--- config.mk ---
export PLATFORM = sky130hd
export DESIGN_NAME = demux_4ch_flat
export DESIGN_NICKNAME = d
export VERILOG_FILES = /design/src/rtl/demux_4ch_if.sv /design/src/rtl/demux_4ch.sv /design/src/flat_wrapper.sv
export SDC_FILE = /design/constraint.sdc
export NUM_CORES = 1
export LEC_CHECK = 0
export CORE_ASPECT_RATIO = 1.4
export CORE_UTILIZATION = 25
export DETAILED_ROUTE_END_ITERATION = 10
export DONT_BUFFER_PORTS = 1
export PLACE_DENSITY = 0.34
export RECOVER_POWER = 100
export SLEW_MARGIN = 10
export SYNTH_ARGS = -nofsm -noshare
export SYNTH_HDL_FRONTEND = slang
export SYNTH_SLANG_ARGS = --single-unit
export TNS_END_PERCENT = 50
--- constraint.sdc ---
create_clock -name clk -period 6.9 [get_ports clk]
set_clock_uncertainty 0.2 [all_clocks]
set_input_delay 0.69 -clock clk [delete_from_list [all_inputs] [get_ports clk]]
set_output_delay 0.69 -clock clk [all_outputs]
set_load 0.01 [all_outputs]
--- src/rtl/demux_4ch_if.sv ---
// Handshake bundle for the 4-channel demux.
// Input side plus four consumer channels.
interface demux_4ch_if #(
  parameter int WIDTH = 4
);
  logic [1:0]       select;
  logic [WIDTH-1:0] in_data;
  logic             in_valid;
  logic             in_ready;
  logic [WIDTH-1:0] A, B, C, D;
  logic             A_valid, B_valid;
  logic             C_valid, D_valid;
  logic             A_ready, B_ready;
  logic             C_ready, D_ready;

  modport master (
    output select, in_data, in_valid,
    output A_ready, B_ready,
    output C_ready, D_ready,
    input  in_ready,
    input  A, B, C, D,
    input  A_valid, B_valid,
    input  C_valid, D_valid
  );

  modport slave (
    input  select, in_data, in_valid,
    input  A_ready, B_ready,
    input  C_ready, D_ready,
    output in_ready,
    output A, B, C, D,
    output A_valid, B_valid,
    output C_valid, D_valid
  );
endinterface

--- src/rtl/demux_4ch.sv ---
// 4-channel demux with a small FIFO per channel.
// Define DEMUX_STATS_EN to enable per-channel pop counters.
module demux_4ch #(
  parameter int WIDTH = 4,
  parameter int DEPTH = 2
) (
  input  logic        clk,
  input  logic        reset,
  input  logic        Enable,
  demux_4ch_if.slave  bus,
  output logic [31:0] count
);
  localparam int AW = $clog2(DEPTH);
  typedef logic [AW:0] ptr_t;

  logic [WIDTH-1:0] mem_q [4][DEPTH];
  ptr_t             wp_q [4];
  ptr_t             wp_d [4];
  ptr_t             rp_q [4];
  ptr_t             rp_d [4];
  logic [3:0]       rdy;
  logic [3:0]       full;
  logic [3:0]       empty;
  logic [3:0]       vld;
  logic [3:0]       push;
  logic [3:0]       pop;
  logic [WIDTH-1:0] dat [4];

  assign rdy = {bus.D_ready, bus.C_ready,
                bus.B_ready, bus.A_ready};

  // Occupancy, head word and pop per channel
  always_comb begin
    for (int c = 0; c < 4; c++) begin
      empty[c] = (wp_q[c] == rp_q[c]);
      full[c]  = (wp_q[c][AW] != rp_q[c][AW]) &&
                 (wp_q[c][AW-1:0] == rp_q[c][AW-1:0]);
      vld[c]   = !empty[c] && !reset;
      pop[c]   = vld[c] && rdy[c];
      dat[c]   = vld[c] ?
                 mem_q[c][rp_q[c][AW-1:0]] : '0;
    end
  end

  assign bus.in_ready = Enable && !reset &&
                        !full[bus.select];

  // Push decode and next pointers
  always_comb begin
    for (int c = 0; c < 4; c++) begin
      push[c] = bus.in_valid && bus.in_ready &&
                (bus.select == 2'(c));
      wp_d[c] = wp_q[c] + ptr_t'(push[c]);
      rp_d[c] = rp_q[c] + ptr_t'(pop[c]);
    end
  end

  // Pointer registers, cleared by reset
  always_ff @(posedge clk) begin
    for (int c = 0; c < 4; c++) begin
      if (reset) begin
        wp_q[c] <= '0;
        rp_q[c] <= '0;
      end else begin
        wp_q[c] <= wp_d[c];
        rp_q[c] <= rp_d[c];
      end
    end
  end

  // Storage write; contents are don't-care when empty
  always_ff @(posedge clk) begin
    for (int c = 0; c < 4; c++) begin
      if (push[c])
        mem_q[c][wp_q[c][AW-1:0]] <= bus.in_data;
    end
  end

  assign bus.A       = dat[0];
  assign bus.B       = dat[1];
  assign bus.C       = dat[2];
  assign bus.D       = dat[3];
  assign bus.A_valid = vld[0];
  assign bus.B_valid = vld[1];
  assign bus.C_valid = vld[2];
  assign bus.D_valid = vld[3];

`ifdef DEMUX_STATS_EN
  logic [7:0] cnt_q [4];
  logic [7:0] cnt_d [4];

  // Delivered-word counters, wrap at 256
  always_comb begin
    for (int c = 0; c < 4; c++)
      cnt_d[c] = cnt_q[c] + 8'(pop[c]);
  end

  // Counter registers
  always_ff @(posedge clk) begin
    for (int c = 0; c < 4; c++) begin
      if (reset) cnt_q[c] <= '0;
      else       cnt_q[c] <= cnt_d[c];
    end
  end

  assign count = reset ? '0 :
                 {cnt_q[3], cnt_q[2],
                  cnt_q[1], cnt_q[0]};
`else
  assign count = '0;
`endif
endmodule

--- src/flat_wrapper.sv ---
// flat-port wrapper written by rule: the top's interface ports become plain ports
module demux_4ch_flat 
#(
  parameter int WIDTH = 4,
  parameter int DEPTH = 2
)
  (clk, reset, Enable, count, bus_select, bus_in_data, bus_in_valid, bus_A_ready, bus_B_ready, bus_C_ready, bus_D_ready, bus_in_ready, bus_A, bus_B, bus_C, bus_D, bus_A_valid, bus_B_valid, bus_C_valid, bus_D_valid);
  demux_4ch_if #(.WIDTH(WIDTH)) bus_i ();
  input  logic clk;
  input  logic reset;
  input  logic Enable;
  output logic [31:0] count;
  input wire logic [$bits(bus_i.select)-1:0] bus_select;
  input wire logic [$bits(bus_i.in_data)-1:0] bus_in_data;
  input wire logic [$bits(bus_i.in_valid)-1:0] bus_in_valid;
  input wire logic [$bits(bus_i.A_ready)-1:0] bus_A_ready;
  input wire logic [$bits(bus_i.B_ready)-1:0] bus_B_ready;
  input wire logic [$bits(bus_i.C_ready)-1:0] bus_C_ready;
  input wire logic [$bits(bus_i.D_ready)-1:0] bus_D_ready;
  output wire logic [$bits(bus_i.in_ready)-1:0] bus_in_ready;
  output wire logic [$bits(bus_i.A)-1:0] bus_A;
  output wire logic [$bits(bus_i.B)-1:0] bus_B;
  output wire logic [$bits(bus_i.C)-1:0] bus_C;
  output wire logic [$bits(bus_i.D)-1:0] bus_D;
  output wire logic [$bits(bus_i.A_valid)-1:0] bus_A_valid;
  output wire logic [$bits(bus_i.B_valid)-1:0] bus_B_valid;
  output wire logic [$bits(bus_i.C_valid)-1:0] bus_C_valid;
  output wire logic [$bits(bus_i.D_valid)-1:0] bus_D_valid;
  assign bus_i.select = bus_select;
  assign bus_i.in_data = bus_in_data;
  assign bus_i.in_valid = bus_in_valid;
  assign bus_i.A_ready = bus_A_ready;
  assign bus_i.B_ready = bus_B_ready;
  assign bus_i.C_ready = bus_C_ready;
  assign bus_i.D_ready = bus_D_ready;
  assign bus_in_ready = bus_i.in_ready;
  assign bus_A = bus_i.A;
  assign bus_B = bus_i.B;
  assign bus_C = bus_i.C;
  assign bus_D = bus_i.D;
  assign bus_A_valid = bus_i.A_valid;
  assign bus_B_valid = bus_i.B_valid;
  assign bus_C_valid = bus_i.C_valid;
  assign bus_D_valid = bus_i.D_valid;
  demux_4ch #(.WIDTH(WIDTH), .DEPTH(DEPTH)) u_core (.clk(clk), .reset(reset), .Enable(Enable), .bus(bus_i), .count(count));
endmodule
## Yosys cells after proc, flatten, opt, wreduce, memory -nomap -nowiden

Memories as Yosys holds them, arrays and structs flattened.
Index checks and enable logic that the tools add are counted.

- Memories: 3
- Bits of input ports: 14
- Bits in writable memories: 48
- Register bits: 0
- Word-level logic and storage cells: 142
- Output and inout port bits: 53

Memory list:

| name | words | bits a word | rd ports | clocked after memory_dff | wr ports | RTL line | RTL |
|---|---|---|---|---|---|---|---|
| u_core.mem_q | 4 | 8 | 4 | 0 | 1 | demux_4ch.sv:16 | `logic [WIDTH-1:0] mem_q [4][DEPTH];` |
| u_core.rp_q | 4 | 2 | 4 | 0 | 4 | demux_4ch.sv:19 | `ptr_t rp_q [4];` |
| u_core.wp_q | 4 | 2 | 4 | 0 | 4 | demux_4ch.sv:17 | `ptr_t wp_q [4];` |

- Equality and inequality tests: 15
- $add $sub $neg: 8
- Bitwise logic cells: 16
- $lt $le $gt $ge: 13
- Reductions and logical operators: 33
- Multiplexer cells: 54

Operator list:

| kind | count |
|---|---|
| $mux 4 | 20 |
| $mux 8 | 10 |
| $reduce_or 8->1 | 3 |
| $logic_and 1x1->1 | 23 |
| $mux 2 | 11 |
| $add 2x1->2 | 8 |
| $demux 4 s1 | 4 |
| $ge 2x2->1 const B | 8 |
| $not 1->2 | 8 |
| $eq 2x2->1 | 4 |
| $lt 2x1->1 const B | 4 |
| $mux 1 | 8 |
| $or 1x1->1 | 8 |
| $logic_not 1->1 | 6 |
| $eq 1x1->1 | 4 |
| $eq 2x2->1 const B | 2 |
| $ne 1x1->1 | 4 |
| $lt 2x3->1 const B | 1 |
| $bmux 1 s2 | 1 |
| $eq 2x1->1 const B | 1 |
| $logic_not 2->1 | 1 |

## Depth between registers and ports, before layout

Gate-level depths: netlist (run 1).
An unclocked memory read counts as a cell.

- Word-level depth: 15
- Mapped depth: 8
- Mapped depth without buffers: 7

## Least setup slack after synthesis (run 1)

Ideal clock, no wire load.

- Path type: in2out
- Start: input port bus_select[1]
- End: output port bus_in_ready
- Required time: 6010 ps
- Stages: 3
- Buffers on the path: 0
- Setup slack: 4340 ps
- Arrival: 1670 ps
- Cells stage by stage: nor4bb_1 or4_4 nor3b_1

- Longest elaborated chain between the ends: 4

Ends and longest elaborated chain:

| what | RTL line | RTL |
|---|---|---|
| start, declared | flat_wrapper.sv:13 | `input wire logic [$bits(bus_i.select)-1:0] bus_select;` |
| $bmux 1 s2 | demux_4ch.sv:46 | `!full[bus.select];` |
| $mux 1 (not written as such) | demux_4ch.sv:46 |  |
| $logic_not 1->1 | demux_4ch.sv:46 |  |
| $logic_and 1x1->1 | demux_4ch.sv:45 | `assign bus.in_ready = Enable && !reset &&` |
| end, declared | flat_wrapper.sv:20 | `output wire logic [$bits(bus_i.in_ready)-1:0] bus_in_ready;` |

Every way passes these cells. The select of a mux whose other input is x is not followed.

==> key figures, run 1 <==
Yosys
  – Synth top area share: 41.2%
  – Post-synth EDFFs: 32
  – Yosys reg bits: 48
  – Register area share after synthesis: 54.9%
  – Synth Instances: 191
  – Post-synthesis cell area: 2330 um^2
  – Top cell type by total area after synthesis: edfxtp_1
  – Most common cell in the netlist: buf_4
  – Top post-synthesis cells by area: edfxtp_1 (41%), dfxtp_1 (14%), buf_4 (11%)
  – Most frequent cells after synthesis: buf_4 (35), edfxtp_1 (32), nor2_1 (29)
  – Synth warn: 0
  – Average size of a mapped cell: 12.2 um^2
  – Distinct cells, synth: 23
  – Synth async-reset ratio: 0%
  – Top FF cell, synth: edfxtp_1

Detailed routing
  – DR WL/cell: 14.6 um
  – Drt total wl: 4350 um
  – DR vias: 1202
  – Initial DRT Pass Iterations: 4
  – DRC: 0
  – Vias per cell: 4.02
  – Post-DRT Antenna Nets: 0
  – Iteration-0 DRC count of the detailed router: 63

Final layout
  – FF+latch area: 1280 um^2
  – Non-Filler Cell Area, Final: roughly 2400 um^2
  – Layout Cells excl Fill: 299
  – Area delta synth->final: 5.04%
  – # fillers: 942
  – N_diodes: 0
  – Share of cells above drive strength 1: 3.65%
  – Area of the multi-input gates: 858 um^2
  – Layout Nets: 217

Setup path
  – R2R Path Start: u_core.rp_q[0][0]$_SDFF_PP0_
  – RR Endpoint: u_core.mem_q[0][3]$_DFFE_PP_
  – CP Max Fanout: 6
  – CP startpoint kind: flop
  – Worst Path Required: 6.01 ns
  – Arrival time worst endpoint: 2.13 ns
  – Launch point of the worst path: u_core.rp_q[0][0]$_SDFF_PP0_
  – Crit Path Class: reg -> out
  – CP endpoint kind: output port
  – R2R setup slack: 4.18 ns
  – R2R cell count: 5
  – Setup crit end: bus_in_ready

Floorplan
  – FP Rows: 41
  – Die Width: around 84 um
  – Die area: 9720 um^2
  – Die Y: 116 um
  – Initial Utilization: between 20% and 30%
  – Core box area: 9030 um^2
  – I/O pins: 67

Placement
  – Place WS: 4.18 ns
  – DP HPWL: between 3000 and 4000 um
  – IO buf count: 0
  – Inst Count DP: 291
  – Final GP Congestion: 0.668
  – Post-DP Area: 2310 um^2

Flow run
  – Max_cap viols: 0

Clock tree
  – Post-CTS Setup Bufs: 0
  – CTS resizes: 0
  – TritonCTS clock tree: yes
  – Htree depth: 2
  – Clk slew on worst S/H paths: 0.06 ns
  – Hold_buf cts: 0
  – Clk buf depth: 2
  – Clock latency on the worst-skew pair: 0.28 ns
  – CTS Sinks: 48
  – CTS Buf Count: 5
  – Root Buffer: clkbuf_16

STA
  – Setup repair after global routing missed its margin: no
  – Max Fclk: 332 MHz
  – Setup violators final: 0
  – Final Cycle Share: about 44%
  – Fin. Hold Viols: 0
  – Crit path time final: 3.02 ns
  – Final Max Slew Viols: 0
  – Setup WS post-layout: 3.88 ns
  – Setup TNS: 0 ns

Global route
  – GRT Total Usage: under 10%
  – Global route overflow: 0
  – First-pass GRT wire length: 6840 um
  – Initial antenna violation count: 0
  – Vias in the first global route: 1216
  – Largest net degree at the start of global routing: 23

Power
  – Tot Pwr: 568 uW
  – Maximum vdd drop: 0.127 mV
  – Pwr Density: 232 nW/um^2
  – Pleak: just over 0.9 nW

Run status
  – Run status: finished, final reports clean

Worst hold path
  – Worst Hold Class: in -> reg
cells in the final DEF (no fill, tap or decap):
cell | synthesis | final
ha_1 | 12 | 12
clkbuf_16 | 0 | 5
and2_0 | 0 | 4
or4_1 | 0 | 1
clkbuf_8 | 0 | 1
xnor2_1 | 16 | 16
nor2_1 | 29 | 29
conb_1 | 1 | 32
dfxtp_1 | 16 | 16
and4bb_2 | 1 | 1
mux2i_1 | 16 | 16
nor4bb_1 | 3 | 3
nand3_1 | 1 | 1
and3b_1 | 1 | 1
nor4b_1 | 2 | 2
and4b_1 | 1 | 1
clkbuf_1 | 1 | 2
nor3b_1 | 1 | 1
inv_1 | 8 | 8
a21o_1 | 4 | 4
nor2b_1 | 4 | 4
edfxtp_1 | 32 | 32
worst min path at each step:
stage / from / to / slack, ns / cells after the start
detailed placement: u_core.rp_q[1][1]$_SDFF_PP0_ / u_core.rp_q[1][1]$_SDFF_PP0_ / 0.33 / 2
floorplan: u_core.rp_q[0][1]$_SDFF_PP0_ / u_core.rp_q[0][1]$_SDFF_PP0_ / 0.30 / 2
global route: reset / u_core.rp_q[1][0]$_SDFF_PP0_ / 0.25 / 1
global placement: u_core.rp_q[1][1]$_SDFF_PP0_ / u_core.rp_q[1][1]$_SDFF_PP0_ / 0.32 / 2
finish: reset / u_core.rp_q[1][0]$_SDFF_PP0_ / 0.27 / 1
CTS: reset / u_core.rp_q[1][0]$_SDFF_PP0_ / 0.26 / 1
per-stage QoR:
stage / util (%) / hold WS (ns)
final: 27.1 / 0.268
after global routing: 27.1 / 0.254
after CTS: 27.2 / 0.258
after detailed placement: 25.6 / 0.333
after global placement: 25.6 / 0.320
after floorplan: - / 0.303
cell families after synthesis:
family / synth area share (%)
DFF: 54.9
muxes: 6.87
xor gates and xnor gates: 6.01
AOI/OAI and AO/OA: 1.29
buffers and inverters: 13.1
other: 0.161
adders and majority gates: 6.44
and+or+nand+nor: 11.2
registers in the layout (all words and copies together), names as in the netlist:
signal,flops
u_core.mem_q,32
u_core.rp_q,8
u_core.wp_q,8
where the power goes:
part           internal (mW)  switching, mW  leakage [nW]  total [mW]
combinational        0.00466         0.0134         0.420      0.0181
clock                  0.144         0.0957        0.0712       0.240
sequential             0.309        0.00165         0.417       0.310
critical path, stage by stage, from the launching register on:
cell and delay, ns:
dfxtp_1 0.50, xnor2_1 0.15, nor4b_1 0.16, or4_1 0.59, nor3b_1 0.45
routing by layer:
metal | global-route usage [%] | part of all wire (%) | vias up
met1 | 10.1 | 39 | 573
li1 | - | - | 578
met4 | 5.42 | 2.4 | 0
met2 | 17.7 | 54 | 44
met5 | 0 | 0 | -
met3 | 3.11 | 4.9 | 7
layout make-up:
cell class / count / share of cell area (%)
sequential: 48 / 52.3
tap: 107 / 5.46
multi-input combinational: 128 / 35.0
clock buffer: 8 / 5.98
inverter: 8 / 1.23
No activity file was read; power rests on OpenSTA's default activity.
==> run 2, diff against run 1 <==
==> constraint.sdc (replaced) <==
create_clock -name clk -period 3 [get_ports clk]
set_clock_uncertainty 0.2 [all_clocks]
set_input_delay 0.3 -clock clk [delete_from_list [all_inputs] [get_ports clk]]
set_output_delay 0.3 -clock clk [all_outputs]
set_load 0.01 [all_outputs]
==> key figures, run 2 (synthesis results as in run 1) <==
STA
  – Crit path time final: ~2.6 ns
  – Final Cycle Share: roughly 87%
  – Final Max Slew Viols: 0 (unchanged)
  – Slew @ Worst Pin: 0.616 ns
  – Setup WS post-layout: 0.391 ns (-3.49 ns)
  – Setup TNS: 0 ns (unchanged)
  – Setup repair after global routing missed its margin: no
  – Slew Limit Headroom: 58.8%
  – Setup violators final: 0 (unchanged)
  – Max Fclk: ~380 MHz
  – Worst hold slack: 0.202 ns (-0.0668 ns)
  – Fin. Hold Viols: 0 (unchanged)

Detailed routing
  – Iteration-0 DRC count of the detailed router: 37 (-41%)
  – DRC: 0 (unchanged)
  – Vias per cell: 4.04 (+0.55%)
  – Initial DRT Pass Iterations: 3 (-1)
  – DR vias: 1245 (+3.6%)
  – Drt total wl: 4520 um (+3.9%)
  – Post-DRT Antenna Nets: 0 (unchanged)
  – DR WL/cell: 14.7 um (+0.87%)

Placement
  – IO buf count: 0 (unchanged)
  – Place WS: 0.446 ns (-3.74 ns)
  – DP HPWL: 3220 um (+0.44%)
  – Final GP Congestion: 0.679 (+1.7%)

Final layout
  – Layout Nets: 226 (+4.1%)
  – Most frequent cells in the layout: conb_1 (32), edfxtp_1 (32), nor2_1 (29)
  – Area of the multi-input gates: 862 um^2 (+0.44%)
  – N_diodes: 0 (unchanged)
  – FF+latch area: 1280 um^2 (unchanged)
  – # fillers: 939 (-0.32%)
  – Area delta synth->final: 8.21%
  – Share of cells above drive strength 1: 5.47% (+1.8 points)
  – Final core occ: 28.0% (+0.82 points)
  – Max reg flops: 32 (unchanged)

Floorplan
  – Core box area: 9030 um^2 (unchanged)
  – Die Y: 116 um (unchanged)
  – Die Width: 83.6 um (unchanged)
  – Die area: 9720 um^2 (unchanged)
  – I/O pins: 67 (unchanged)
  – Initial Utilization: 25.8% (unchanged)
  – FP Rows: 41 (unchanged)

Power
  – Maximum vdd drop: 0.247 mV (+94%)
  – Clock power share: 40.5% (-1.8 points)
  – Flop pwr share: 54.9% (+0.3 points)
  – Psw: 265 uW (+140%)
  – Switching portion of total power: 20.4% (+0.95 points)
  – Logic pwr share: 4.7% (+1.5 points)
  – Pleak: 0.944 nW (+3.9%)
  – Int Power: 1.03 mW (+130%)
  – Pwr Density: 514 nW/um^2 (+120%)

Clock tree
  – CTS resizes: 0 (unchanged)
  – Post-CTS Setup Bufs: 0 (unchanged)
  – Htree depth: 2 (unchanged)
  – Clk buf depth: 2 (unchanged)
  – Clock latency on the worst-skew pair: 0.28 ns (about the same)
  – CTS Buf Count: 5 (unchanged)
  – TritonCTS clock tree: yes
  – Root Buffer: clkbuf_16
  – CTS Sinks: 48 (unchanged)
  – Clk slew on worst S/H paths: 0.06 ns (about the same)

Setup path
  – CP startpoint kind: flop
  – Worst Path Required: 2.94 ns (-3.07 ns)
  – Crit Path Class: reg -> reg
  – CP Max Fanout: 5 (-1)
  – CP endpoint kind: flop
  – Arrival time worst endpoint: 2.55 ns (+0.42 ns)

Global route
  – Largest net degree at the start of global routing: 17 (-26%)
  – Initial antenna violation count: 0 (unchanged)
  – Global route overflow: 0 (unchanged)
  – First-pass GRT wire length: 6840 um (-0.10%)
  – Vias in the first global route: 1230 (+1.2%)
  – GRT Total Usage: 9.47% (-0.30 points)

Worst hold path
  – Worst Hold Class: in -> reg

Run status
  – Run status: finished, final reports clean

Flow run
  – Max_cap viols: 0 (unchanged)
run 2: cell types whose count changed in the layout (fill, tap and decap cells not counted), sizes merged:
cell         previous run  this run
clkbuf                  8         7
dlygate4sd3             0         5
clkinv                  0         1
buf                     0         4
run 2: path summary, 6_finish.rpt:
path / start / to / slack [ns] / cells after the start
worst max register to register: u_core.wp_q[0][1]$_SDFF_PP0_ / u_core.wp_q[0][1]$_SDFF_PP0_ / 0.39 / 7
worst max-delay path: u_core.wp_q[0][1]$_SDFF_PP0_ / u_core.wp_q[0][1]$_SDFF_PP0_ / 0.39 / 7
worst min-delay path: bus_C_ready / u_core.rp_q[1][0]$_SDFF_PP0_ / 0.20 / 3
worst min register to register: u_core.wp_q[1][1]$_SDFF_PP0_ / u_core.wp_q[1][1]$_SDFF_PP0_ / 0.34 / 2
run 2: cell type report:
type                       count  share of cell area [%]
sequential                    48                    50.8
multi-input combinational    128                    34.2
tap                          107                    5.30
clock buffer                   7                    5.26
timing repair buffer           9                    3.17
inverter                       8                    1.19
clock inverter                 1                   0.149
run 2: power groups by stage:
stage	Sequential [mW]	Combinational (mW)	Clock, mW
after floorplan	0.726	0.0731	0
after global placement	0.726	0.0440	0
after detailed placement	0.726	0.0443	0
after CTS	0.712	0.0620	0.532
after global routing	0.712	0.0682	0.560
final	0.712	0.0607	0.525
run 2: per-stage QoR:
| step | cells | power, mW | cell area (um^2) |
|---|---|---|---|
| floorplan | 222 | 0.799 | 2450 |
| finish | 308 | 1.30 | 2520 |
| global placement | 295 | 0.770 | 2340 |
| global route | 308 | 1.34 | 2520 |
| detailed placement | 295 | 0.771 | 2340 |
| CTS | 308 | 1.31 | 2520 |
run 2: what timing repair did:
item,in CTS,in global routing
hold endpoints to repair,48,0
endpoints found under the setup margin,0,0
hold buffers,5,0
run 2: worst max-delay path, cell delays in order, from the launching register on:
cell	delay, ns
dfxtp_1	0.33
xnor2_1	0.25
nor4b_1	0.09
or4_4	0.56
nor4b_1	0.46
ha_1	0.38
xnor2_1	0.15
nor2_1	0.05
run 2: routing by layer:
| metal | part of all wire [%] | GRT usage, % | wire [um] |
|---|---|---|---|
| met4 | 1.2 | 3.05 | 55 |
| met5 | 0 | 0 | 0 |
| met2 | 54 | 17.3 | 2440 |
| met3 | 5.6 | 2.69 | 252 |
| met1 | 39 | 10.6 | 1780 |
